===== config.mk =====
export PLATFORM = sky130hd
export DESIGN_NAME = pcs_tx_encoder
export DESIGN_NICKNAME = d
export VERILOG_FILES = /design/src/rtl/pcs_tx_encoder.sv
export SDC_FILE = /design/constraint.sdc
export NUM_CORES = 1
export LEC_CHECK = 0
export CAP_MARGIN = 20
export CORE_MARGIN = 2
export CORE_UTILIZATION = 45
export CTS_BUF_LIST = sky130_fd_sc_hd__clkbuf_4 sky130_fd_sc_hd__clkbuf_8
export CTS_CLUSTER_SIZE = 25
export DETAILED_ROUTE_END_ITERATION = 8
export PLACE_DENSITY_LB_ADDON = 0.1
export SKIP_CTS_REPAIR_TIMING = 1
export SLEW_MARGIN = 30
export SYNTH_ARGS = -nofsm -noshare
export SYNTH_HDL_FRONTEND = slang
export SYNTH_SLANG_ARGS = --single-unit

===== constraint.sdc =====
create_clock -name i_txc -period 2.5 [get_ports i_txc]
set_clock_uncertainty 0.15 [all_clocks]
set_input_delay 0.375 -clock i_txc [delete_from_list [all_inputs] [get_ports i_txc]]
set_output_delay 0.375 -clock i_txc [all_outputs]
set_load 0.1 [all_outputs]

===== src/rtl/pcs_tx_encoder.sv =====
// 64b/66b PCS transmit encoder.
// Stage 1 classifies the XGMII word and builds the candidate 66-bit block;
// stage 2 runs the TX state machine, substitutes EBLOCK on protocol errors
// and registers the outputs together with a saturating error-block count.
module pcs_tx_encoder #(
    parameter bit ERROR_ON_LPI = 1'b0
) (
    input  logic        i_txc,
    input  logic        i_reset_n,
    input  logic [63:0] i_xgmii_txd,
    input  logic [7:0]  i_xgmii_txc,
    input  logic        i_tx_pause,
    output logic [1:0]  o_tx_header,
    output logic [63:0] o_tx_data,
    output logic [15:0] o_err_count
);

    typedef enum logic [2:0] {BT_C, BT_S, BT_D, BT_T, BT_E} blk_type_t;
    typedef enum logic [2:0] {TX_INIT, TX_C, TX_D, TX_T, TX_E} tx_state_t;

    localparam logic [1:0]  HDR_DATA    = 2'b10;
    localparam logic [1:0]  HDR_CTRL    = 2'b01;
    localparam logic [63:0] IDLE_BLOCK  = 64'h0000_0000_0000_001e;
    // Type 0x1e with the error code 0x1e in all eight 7-bit lanes.
    localparam logic [63:0] EBLOCK_DATA = 64'h3c78_f1e3_c78f_1e1e;
    localparam logic [7:0]  T_TYPES [8] = '{8'h87, 8'h99, 8'haa, 8'hb4,
                                            8'hcc, 8'hd2, 8'he1, 8'hff};

    function automatic logic is_valid_ctrl(input logic [7:0] c);
        return (c == 8'h07) || (c == 8'hfe) || ((c == 8'h06) && !ERROR_ON_LPI);
    endfunction

    function automatic logic [6:0] ctrl_code(input logic [7:0] c);
        case (c)
            8'h07:   return 7'h00;
            8'h06:   return 7'h06;
            default: return 7'h1e;
        endcase
    endfunction

    blk_type_t   enc_type, s1_type;
    logic [1:0]  enc_header, s1_header;
    logic [63:0] enc_data, s1_data;
    logic [7:0]  lane_valid, t_mask, t_above;
    logic [55:0] codes;
    tx_state_t   state, next_state;

    // Classify the current XGMII word and build its encoded block.
    always_comb begin
        // NOTE: every variable gets a default before any branch, so no path
        // can leave one unassigned and infer a latch.
        enc_type   = BT_E;
        enc_header = HDR_CTRL;
        enc_data   = EBLOCK_DATA;
        lane_valid = '0;
        codes      = '0;
        t_mask     = '0;
        t_above    = '0;
        for (int k = 0; k < 8; k++) begin
            lane_valid[k]   = is_valid_ctrl(i_xgmii_txd[8*k +: 8]);
            codes[7*k +: 7] = ctrl_code(i_xgmii_txd[8*k +: 8]);
        end
        if (i_xgmii_txc == 8'h00) begin
            enc_type   = BT_D;
            enc_header = HDR_DATA;
            enc_data   = i_xgmii_txd;
        end else if (i_xgmii_txc == 8'hff && (&lane_valid)) begin
            enc_type = BT_C;
            enc_data = {codes, 8'h1e};
        end else if (i_xgmii_txc == 8'h01 && i_xgmii_txd[7:0] == 8'hfb) begin
            enc_type = BT_S;
            enc_data = {i_xgmii_txd[63:8], 8'h78};
        end else if (i_xgmii_txc == 8'h1f && (&lane_valid[3:0]) &&
                     i_xgmii_txd[39:32] == 8'hfb) begin
            enc_type = BT_S;
            enc_data = {i_xgmii_txd[63:40], 4'h0, codes[27:0], 8'h33};
        end else if (i_xgmii_txc == 8'hf1 &&
                     (i_xgmii_txd[7:0] == 8'h9c || i_xgmii_txd[7:0] == 8'h5c) &&
                     i_xgmii_txd[63:32] == 32'h0707_0707) begin
            enc_type = BT_C;
            enc_data = {codes[55:28], (i_xgmii_txd[7:0] == 8'h5c) ? 4'hf : 4'h0,
                        i_xgmii_txd[31:8], 8'h4b};
        end else begin
            // Terminate in lane n: lanes below are data, lanes above valid control.
            for (int n = 0; n < 8; n++) begin
                t_mask  = 8'(8'hff << n);
                t_above = 8'(8'hfe << n);
                if (i_xgmii_txc == t_mask && i_xgmii_txd[8*n +: 8] == 8'hfd &&
                    (lane_valid & t_above) == t_above) begin
                    enc_type      = BT_T;
                    enc_data      = '0;
                    enc_data[7:0] = T_TYPES[n];
                    for (int i = 0; i < 7; i++) begin
                        if (i < n) enc_data[8 + 8*i +: 8] = i_xgmii_txd[8*i +: 8];
                    end
                    for (int k = 1; k < 8; k++) begin
                        if (k > n) enc_data[8 + 7*k +: 7] = codes[7*k +: 7];
                    end
                end
            end
        end
    end

    // Stage-1 register: holds the classified block, frozen while paused.
    always_ff @(posedge i_txc or negedge i_reset_n) begin
        // NOTE: sequential state uses non-blocking assignments so every flop
        // samples pre-edge values regardless of process ordering.
        if (!i_reset_n) begin
            s1_type   <= BT_C;
            s1_header <= HDR_CTRL;
            s1_data   <= IDLE_BLOCK;
        end else if (!i_tx_pause) begin
            s1_type   <= enc_type;
            s1_header <= enc_header;
            s1_data   <= enc_data;
        end
    end

    // TX state register.
    always_ff @(posedge i_txc or negedge i_reset_n) begin
        if (!i_reset_n) begin
            state <= TX_INIT;
        end else if (!i_tx_pause) begin
            state <= next_state;
        end
    end

    // Next-state decode from the current state and the stage-1 block type.
    always_comb begin
        next_state = TX_E;
        case (state)
            TX_INIT, TX_C, TX_T: begin
                if (s1_type == BT_C)      next_state = TX_C;
                else if (s1_type == BT_S) next_state = TX_D;
            end
            TX_D: begin
                if (s1_type == BT_D)      next_state = TX_D;
                else if (s1_type == BT_T) next_state = TX_T;
            end
            TX_E: begin
                if (s1_type == BT_D)      next_state = TX_D;
                else if (s1_type == BT_T) next_state = TX_T;
                else if (s1_type == BT_C) next_state = TX_C;
            end
            default: next_state = TX_E;
        endcase
    end

    // Output register: pass the stage-1 block or substitute EBLOCK and count it.
    always_ff @(posedge i_txc or negedge i_reset_n) begin
        if (!i_reset_n) begin
            o_tx_header <= HDR_CTRL;
            o_tx_data   <= IDLE_BLOCK;
            o_err_count <= '0;
        end else if (!i_tx_pause) begin
            if (next_state == TX_E) begin
                o_tx_header <= HDR_CTRL;
                o_tx_data   <= EBLOCK_DATA;
                if (o_err_count != 16'hffff) o_err_count <= o_err_count + 16'd1;
            end else begin
                o_tx_header <= s1_header;
                o_tx_data   <= s1_data;
            end
        end
    end

endmodule


==> flow_metrics.py, run 1 <==
metrics = {
    "sta": {
        "hold_viol": 0,
        "drv_slew": 0,
        "max_freq_mhz": 364,
        "finalCritPeriodShare_pct": 110,
        "period_needed_ns": 2.74,
        "worst_slew_pin_slew_ns": 0.504,
        "finalSetupViolations": 47,
        "fin_ws_ns": -0.245,
        "slew_headroom_pct": 66.3,
        "rsz0062_at_grt": "true",
    },
    "synthesis": {
        "ys_types": 87,
        "synth_seq_cells": 154,
        "synthTopCellsByArea": "dfrtp_1 40%, nand2_1 6.1%, o21ai_0 4.8%",
        "syn-cell-area_um2": 9040,
        "synth-edff-count": 0,
        "synth_warnings": 0,
        "synth_top_area_share_pct": 39.9,
        "netlist_instances": 1036,
        "async_flop_share_pct": 100,
        "yosysTopAreaCell": "dfrtp_1",
        "yosys-top-cells-count": "147 x nand2_1, 144 x dfrtp_1, 104 x nor2_1",
        "synth_fp_nets": 1112,
        "synth.most_common_cell": "nand2_1",
        "syn_area_per_cell_um2": 8.73,
        "synth-main-ff-cell": "dfrtp_1",
        "yosysSeqAreaShare_pct": 42.8,
    },
    "critical_path": {
        "slowest_delay_ns": 0.55,
        "crit_required_ns": 2.70,
        "crit_path_start_kind": "input port",
        "crit_arrival_ns": 2.95,
        "critPathCaptureType": "register",
        "crit_fanout": 8,
        "criticalPathCategory": "in2reg",
        "worstPathCellList": "buf_6, or4_4, nor3_4, o211ai_1, buf_4, nor4_4, buf_4, buf_12, and2_4, nor2_4, and3_4, a221o_1",
        "critPathMostFrequentCell": "buf_4",
        "cpMaxStageDelayCell": "or4_4",
    },
    "power_and_ir_drop": {
        "leakage_nw": 6.67,
        "finalPower_mw": 6.59,
        "peakVddDrop_v": 0.000317,
        "pwr_density_cell_nw_per_um2": 450,
    },
    "layout": {
        "seq_area_um2": 3900,
        "syn2layout_area_growth_pct": 62.1,
        "final.fill_count": 1445,
        "fin_util_pct": 74.8,
        "n_antenna_cell": 0,
        "drive_gt1_share_pct": 43.4,
        "multi_input_area_um2": 5840,
        "design_area_um2": 14700,
        "stdcell_count": 1748,
        "nets": 1546,
    },
    "floorplan": {
        "initial_core_util_pct": 46.1,
        "die_w_um": 146,
        "io_pins": 157,
        "core_um2": 19600,
        "rows": 51,
        "die_y_um": 146,
        "die_area_um2": 21200,
    },
    "drt": {
        "antenna_left": 0,
        "vias": 10481,
        "wl_per_cell_um": 21.4,
        "drtIter0Drc": 1167,
        "drt_wl_total_um": 37500,
        "vias_per_cell": 6.00,
        "firstDrtPassIters": 5,
        "route.detailed.drc": 0,
    },
    "cts": {
        "clkTransAtPathRegs_ns": 0.10,
        "htree_levels": 4,
        "cts-root-buf": "clkbuf_8",
        "cts_tree": "done",
        "clk_latency_ns": 0.47,
        "clock_sinks": 154,
        "clockBufferDepth": 2,
        "tritoncts.num_buffers": 17,
    },
    "place": {
        "portBuffers": 156,
        "place_ws_ns": -1.16,
        "dpl.hpwl_um": 27100,
        "place_congestion": 0.989,
        "placed_area_um2": 12800,
        "dpl.cell_count": 1666,
    },
    "job": {
        "max_cap_viol_count": 0,
    },
    "global_route": {
        "grt_usage_pct": 33.0,
        "antenna_found_initial": 0,
        "grt_pass1_wl_um": 54700,
        "overflow": 0,
        "grt_pass1_vias": 9805,
        "grt_max_degree": 90,
    },
    "min_path": {
        "hp-class": "in2reg",
    },
    "outcome": {
        "status": "finished with violations",
        "violations": "negative setup slack",
    },
}
cell families after synthesis:
family / share of synthesized area, %
AO/OA/AOI/OAI: 26.5
XOR/XNOR: 1.45
adder cells (fa/ha/maj): 0.138
buffers and inverters: 3.52
flip-flops: 42.8
multiplexers: 0.955
AND/OR/NAND/NOR: 24.7
cells in the final DEF, fill, tap and decap left out, types with 9 or more instances in the layout:
| cell type | instances |
|---|---|
| buf_12 | 12 |
| o21ai_1 | 28 |
| nor4_4 | 13 |
| o211ai_1 | 15 |
| clkdlybuf4s50_1 | 10 |
| nand3_1 | 14 |
| dfrtp_1 | 134 |
| nor3_1 | 10 |
| nand2b_1 | 10 |
| a2bb2oi_1 | 38 |
| dfstp_2 | 10 |
| buf_4 | 349 |
| a22oi_1 | 16 |
| a21oi_1 | 48 |
| inv_1 | 15 |
| dlymetal6s2s_1 | 50 |
| o21ai_0 | 58 |
| nand4_1 | 14 |
| and3_1 | 18 |
| buf_6 | 43 |
| or4_4 | 11 |
| a21oi_2 | 15 |
| clkbuf_8 | 18 |
| clkbuf_2 | 9 |
| nand2_1 | 135 |
| nor2_1 | 95 |
| a221o_1 | 9 |
where the power goes:
part | total, mW | switching (mW) | internal, mW
combinational | 1.84 | 1.27 | 0.574
clock | 1.97 | 1.19 | 0.779
sequential | 2.79 | 0.137 | 2.65
per-stage QoR:
step / hold WS [ns] / TNS (ns)
after floorplan: -0.0706 / -7.30
after detailed placement: 0.199 / -60.35
after global routing: 0.148 / -7.70
final: 0.158 / -5.61
after global placement: 0.197 / -58.39
after CTS: -0.311 / -27.57
critical path: cells and delay by family:
family	cells	cell delay, ns
buffers and inverters	4	0.57
and+or+nand+nor	6	1.60
AOI/OAI and AO/OA	2	0.40
routing by layer:
metal  GRT usage (%)  routed length, µm  vias to the layer above  share of wire, %
met4            11.9               1420                        0               3.8
met2            48.8              16400                      580                44
met1            46.6              15900                     5024                42
met5               0                  0                        -                 0
li1                -                  -                     4764                 -
met3            8.62               3800                      113                10
final cells by class:
type / instances / share of cell area [%]
well taps: 265 / 2.26
multi-input cells: 807 / 39.8
clock inverters: 14 / 1.05
inverters: 16 / 0.410
clock buffers: 18 / 1.69
repair buffers: 474 / 28.2
flip-flops and latches: 154 / 26.6
worst paths after layout:
kind	startpoint	endpoint	slack, ns	cells past startpoint
setup / recovery	i_xgmii_txd[38]	s1_data[43]	-0.24	12
hold / removal	i_xgmii_txd[55]	s1_data[55]	0.16	4
setup reg to reg	o_err_count[3]	o_err_count[14]	0.11	8
hold reg to reg	o_err_count[11]	o_err_count[11]	0.34	1
max in group asynchronous	i_reset_n	s1_data[3]	1.20	3
min in group asynchronous	i_reset_n	o_tx_data[52]	0.26	2
state kept, by name, summed over array words and instances (netlist names):
name         cells
o_tx_header      2
state            3
s1_header        2
s1_type          3
o_tx_data       64
o_err_count     16
s1_data         64
No activity file was read; power rests on OpenSTA's default activity.
==> run 2, diff against run 1 <==
--- a/config.mk
+++ b/config.mk
@@ -7,10 +7,10 @@
 export LEC_CHECK = 0
 export CAP_MARGIN = 20
 export CORE_MARGIN = 2
-export CORE_UTILIZATION = 45
-export CTS_BUF_LIST = sky130_fd_sc_hd__clkbuf_4 sky130_fd_sc_hd__clkbuf_8
+export CORE_UTILIZATION = 40
 export CTS_CLUSTER_SIZE = 25
 export DETAILED_ROUTE_END_ITERATION = 8
+export MAX_ROUTING_LAYER = met4
 export PLACE_DENSITY_LB_ADDON = 0.1
 export SKIP_CTS_REPAIR_TIMING = 1
 export SLEW_MARGIN = 30
==> flow_metrics.py, run 2 (synthesis gave the netlist of run 1 again) <==
metrics = {
    "critical_path": {
        "worstPathCellList": "buf_8, or4_4, nor3_4, o211ai_1, buf_4, a2111o_1, nand2_8, mux2i_4, a2111oi_4, or3b_1",
        "criticalPathCategory": "in2reg",
        "crit_path_start_kind": "input port",
        "cpMaxStageDelayCell": "or4_4",
        "crit_arrival_ns": 3.01,
        "path_buf_inv": 2,
        "crit_required_ns": 2.68,
        "crit_fanout": 4,
        "critical-path-top-delay-family": "simple AND/OR/NAND/NOR gates",
        "slowest_delay_ns": 0.55,
        "critPathCaptureType": "register",
    },
    "sta": {
        "drv_slew": 0,
        "slew_headroom_pct": 43.7,
        "worst_hold_slack_ns": 0.154,
        "worst_slew_pin_slew_ns": 0.839,
        "rsz0062_at_grt": "true",
        "fin_ws_ns": -0.328,
        "max_freq_mhz": 354,
        "finalCritPeriodShare_pct": 113,
        "hold_viol": 0,
        "period_needed_ns": 2.83,
        "finalSetupViolations": 64,
    },
    "power_and_ir_drop": {
        "leakage_nw": 6.91,
        "netSwitchingFraction_pct": 37.2,
        "power_frac_clock_pct": 36.6,
        "peakVddDrop_v": 0.000477,
        "pwr_density_cell_nw_per_um2": 483,
        "p_seq_share_pct": 38.0,
        "p_switching_mw": 2.73,
        "p_comb_share_pct": 25.4,
        "p_int_mw": 4.61,
    },
    "place": {
        "dpl.cell_count": 1684,
        "placed_area_um2": 12800,
        "place_ws_ns": -1.13,
        "place_congestion": 1.02,
        "dpl.hpwl_um": 28900,
        "portBuffers": 156,
    },
    "layout": {
        "multi_input_area_um2": 6080,
        "n_antenna_cell": 0,
        "top_regs": "o_tx_data x64, s1_data x64, o_err_count x16",
        "final_cell_mix": "352 x buf_4, 134 x dfrtp_1, 133 x nand2_1, 89 x nor2_1, 52 x a21oi_1",
        "nets": 1552,
        "syn2layout_area_growth_pct": 67.9,
        "final_common_cell": "buf_4",
        "seq_area_um2": 3900,
        "design_area_um2": 15200,
        "stdcell_count": 1774,
        "drive_gt1_share_pct": 45.5,
        "final.fill_count": 1888,
    },
    "cts": {
        "clock_sinks": 154,
        "clkTransAtPathRegs_ns": 0.09,
        "cts-root-buf": "clkbuf_16",
        "clk_latency_ns": 0.44,
        "htree_levels": 4,
        "clockBufferDepth": 2,
        "tritoncts.num_buffers": 17,
        "cts_tree": "done",
    },
    "global_route": {
        "grt_pass1_wl_um": 57500,
        "overflow": 0,
        "grt_pass1_vias": 9715,
        "grt_usage_pct": 32.5,
        "antenna_found_initial": 0,
        "grt_max_degree": 105,
    },
    "floorplan": {
        "io_pins": 157,
        "die_y_um": 154,
        "initial_core_util_pct": 40.3,
        "core_um2": 22400,
        "die_w_um": 154,
        "die_area_um2": 23800,
        "rows": 55,
    },
    "drt": {
        "drt_wl_total_um": 39700,
        "antenna_left": 0,
        "vias_per_cell": 5.93,
        "firstDrtPassIters": 5,
        "route.detailed.drc": 0,
        "drtIter0Drc": 1041,
        "vias": 10525,
        "wl_per_cell_um": 22.4,
    },
    "job": {
        "max_cap_viol_count": 0,
    },
    "min_path": {
        "hp-class": "in2reg",
    },
    "outcome": {
        "status": "finished with violations",
        "violations": "negative setup slack",
    },
}
==> run 2: changes by cell type in the layout (fill, tap and decap cells not counted), moves of 4 or more <==
cell       before  now
clkbuf_16       0   17
clkbuf_8       18    1
o21ai_0        58   48
nor2_4          4   11
nor2_1         95   89
a21oi_2        15   10
buf_8           0    5
o21ai_2         6   11
a21oi_1        48   52
nor2b_2         0    4
==> run 2: worst register-to-register path, cell delays in order, from the launching register on <==
cell and delay (ns):
dfrtp_4 0.45, nand4_1 0.18, nor3_2 0.30, and4_4 0.27
nand2_1 0.09, o311a_1 0.41, and2_2 0.24, nand3_1 0.11
xnor2_1 0.12
==> run 2: metal layers <==
metal	global-route usage, %	up-vias	routed length [µm]
li1	-	4777	-
met1	45.3	5168	17600
met2	48.0	498	18100
met3	6.75	82	2920
met4	9.52	0	1100
met5	-	-	0
==> run 2: worst paths after layout <==
check                                startpoint               to  slack [ns]  depth (start not counted)
worst max-delay path            i_xgmii_txd[38]      s1_data[24]       -0.33                         10
min in group asynchronous             i_reset_n    o_tx_data[63]        0.29                          2
worst max register to register   o_err_count[3]  o_err_count[10]        0.11                          8
worst min-delay path            i_xgmii_txd[48]      s1_data[56]        0.15                          4
max in group asynchronous             i_reset_n       s1_data[4]        1.13                          3
worst min register to register    o_tx_data[22]    o_tx_data[22]        0.33                          2
==> run 2: layout make-up <==
| type | count | area share [%] |
|---|---|---|
| multi-input cells | 807 | 40.1 |
| repair buffers | 480 | 27.6 |
| flip-flops and latches | 154 | 25.7 |
| clock buffers | 18 | 2.89 |
| well taps | 285 | 2.35 |
| clock inverters | 14 | 1.02 |
| inverters | 16 | 0.396 |
==> run 2: metrics by stage <==
step / total power [mW] / setup TNS (ns) / util [%]
after CTS: 7.26 / -29.87 / 59.8
after global placement: 4.58 / -59.63 / 57.2
after floorplan: 3.87 / -7.30 / -
after global routing: 7.58 / -11.61 / 67.6
final: 7.34 / -8.31 / 67.6
after detailed placement: 4.60 / -60.30 / 57.2
==> run 2: power groups by stage <==
stage | Combinational [mW] | Sequential, mW | Clock, mW
after global placement | 1.75 | 2.83 | 0
final | 1.86 | 2.79 | 2.69
after global routing | 1.96 | 2.81 | 2.81
after detailed placement | 1.76 | 2.83 | 0
after CTS | 1.77 | 2.79 | 2.70
after floorplan | 0.437 | 3.44 | 0
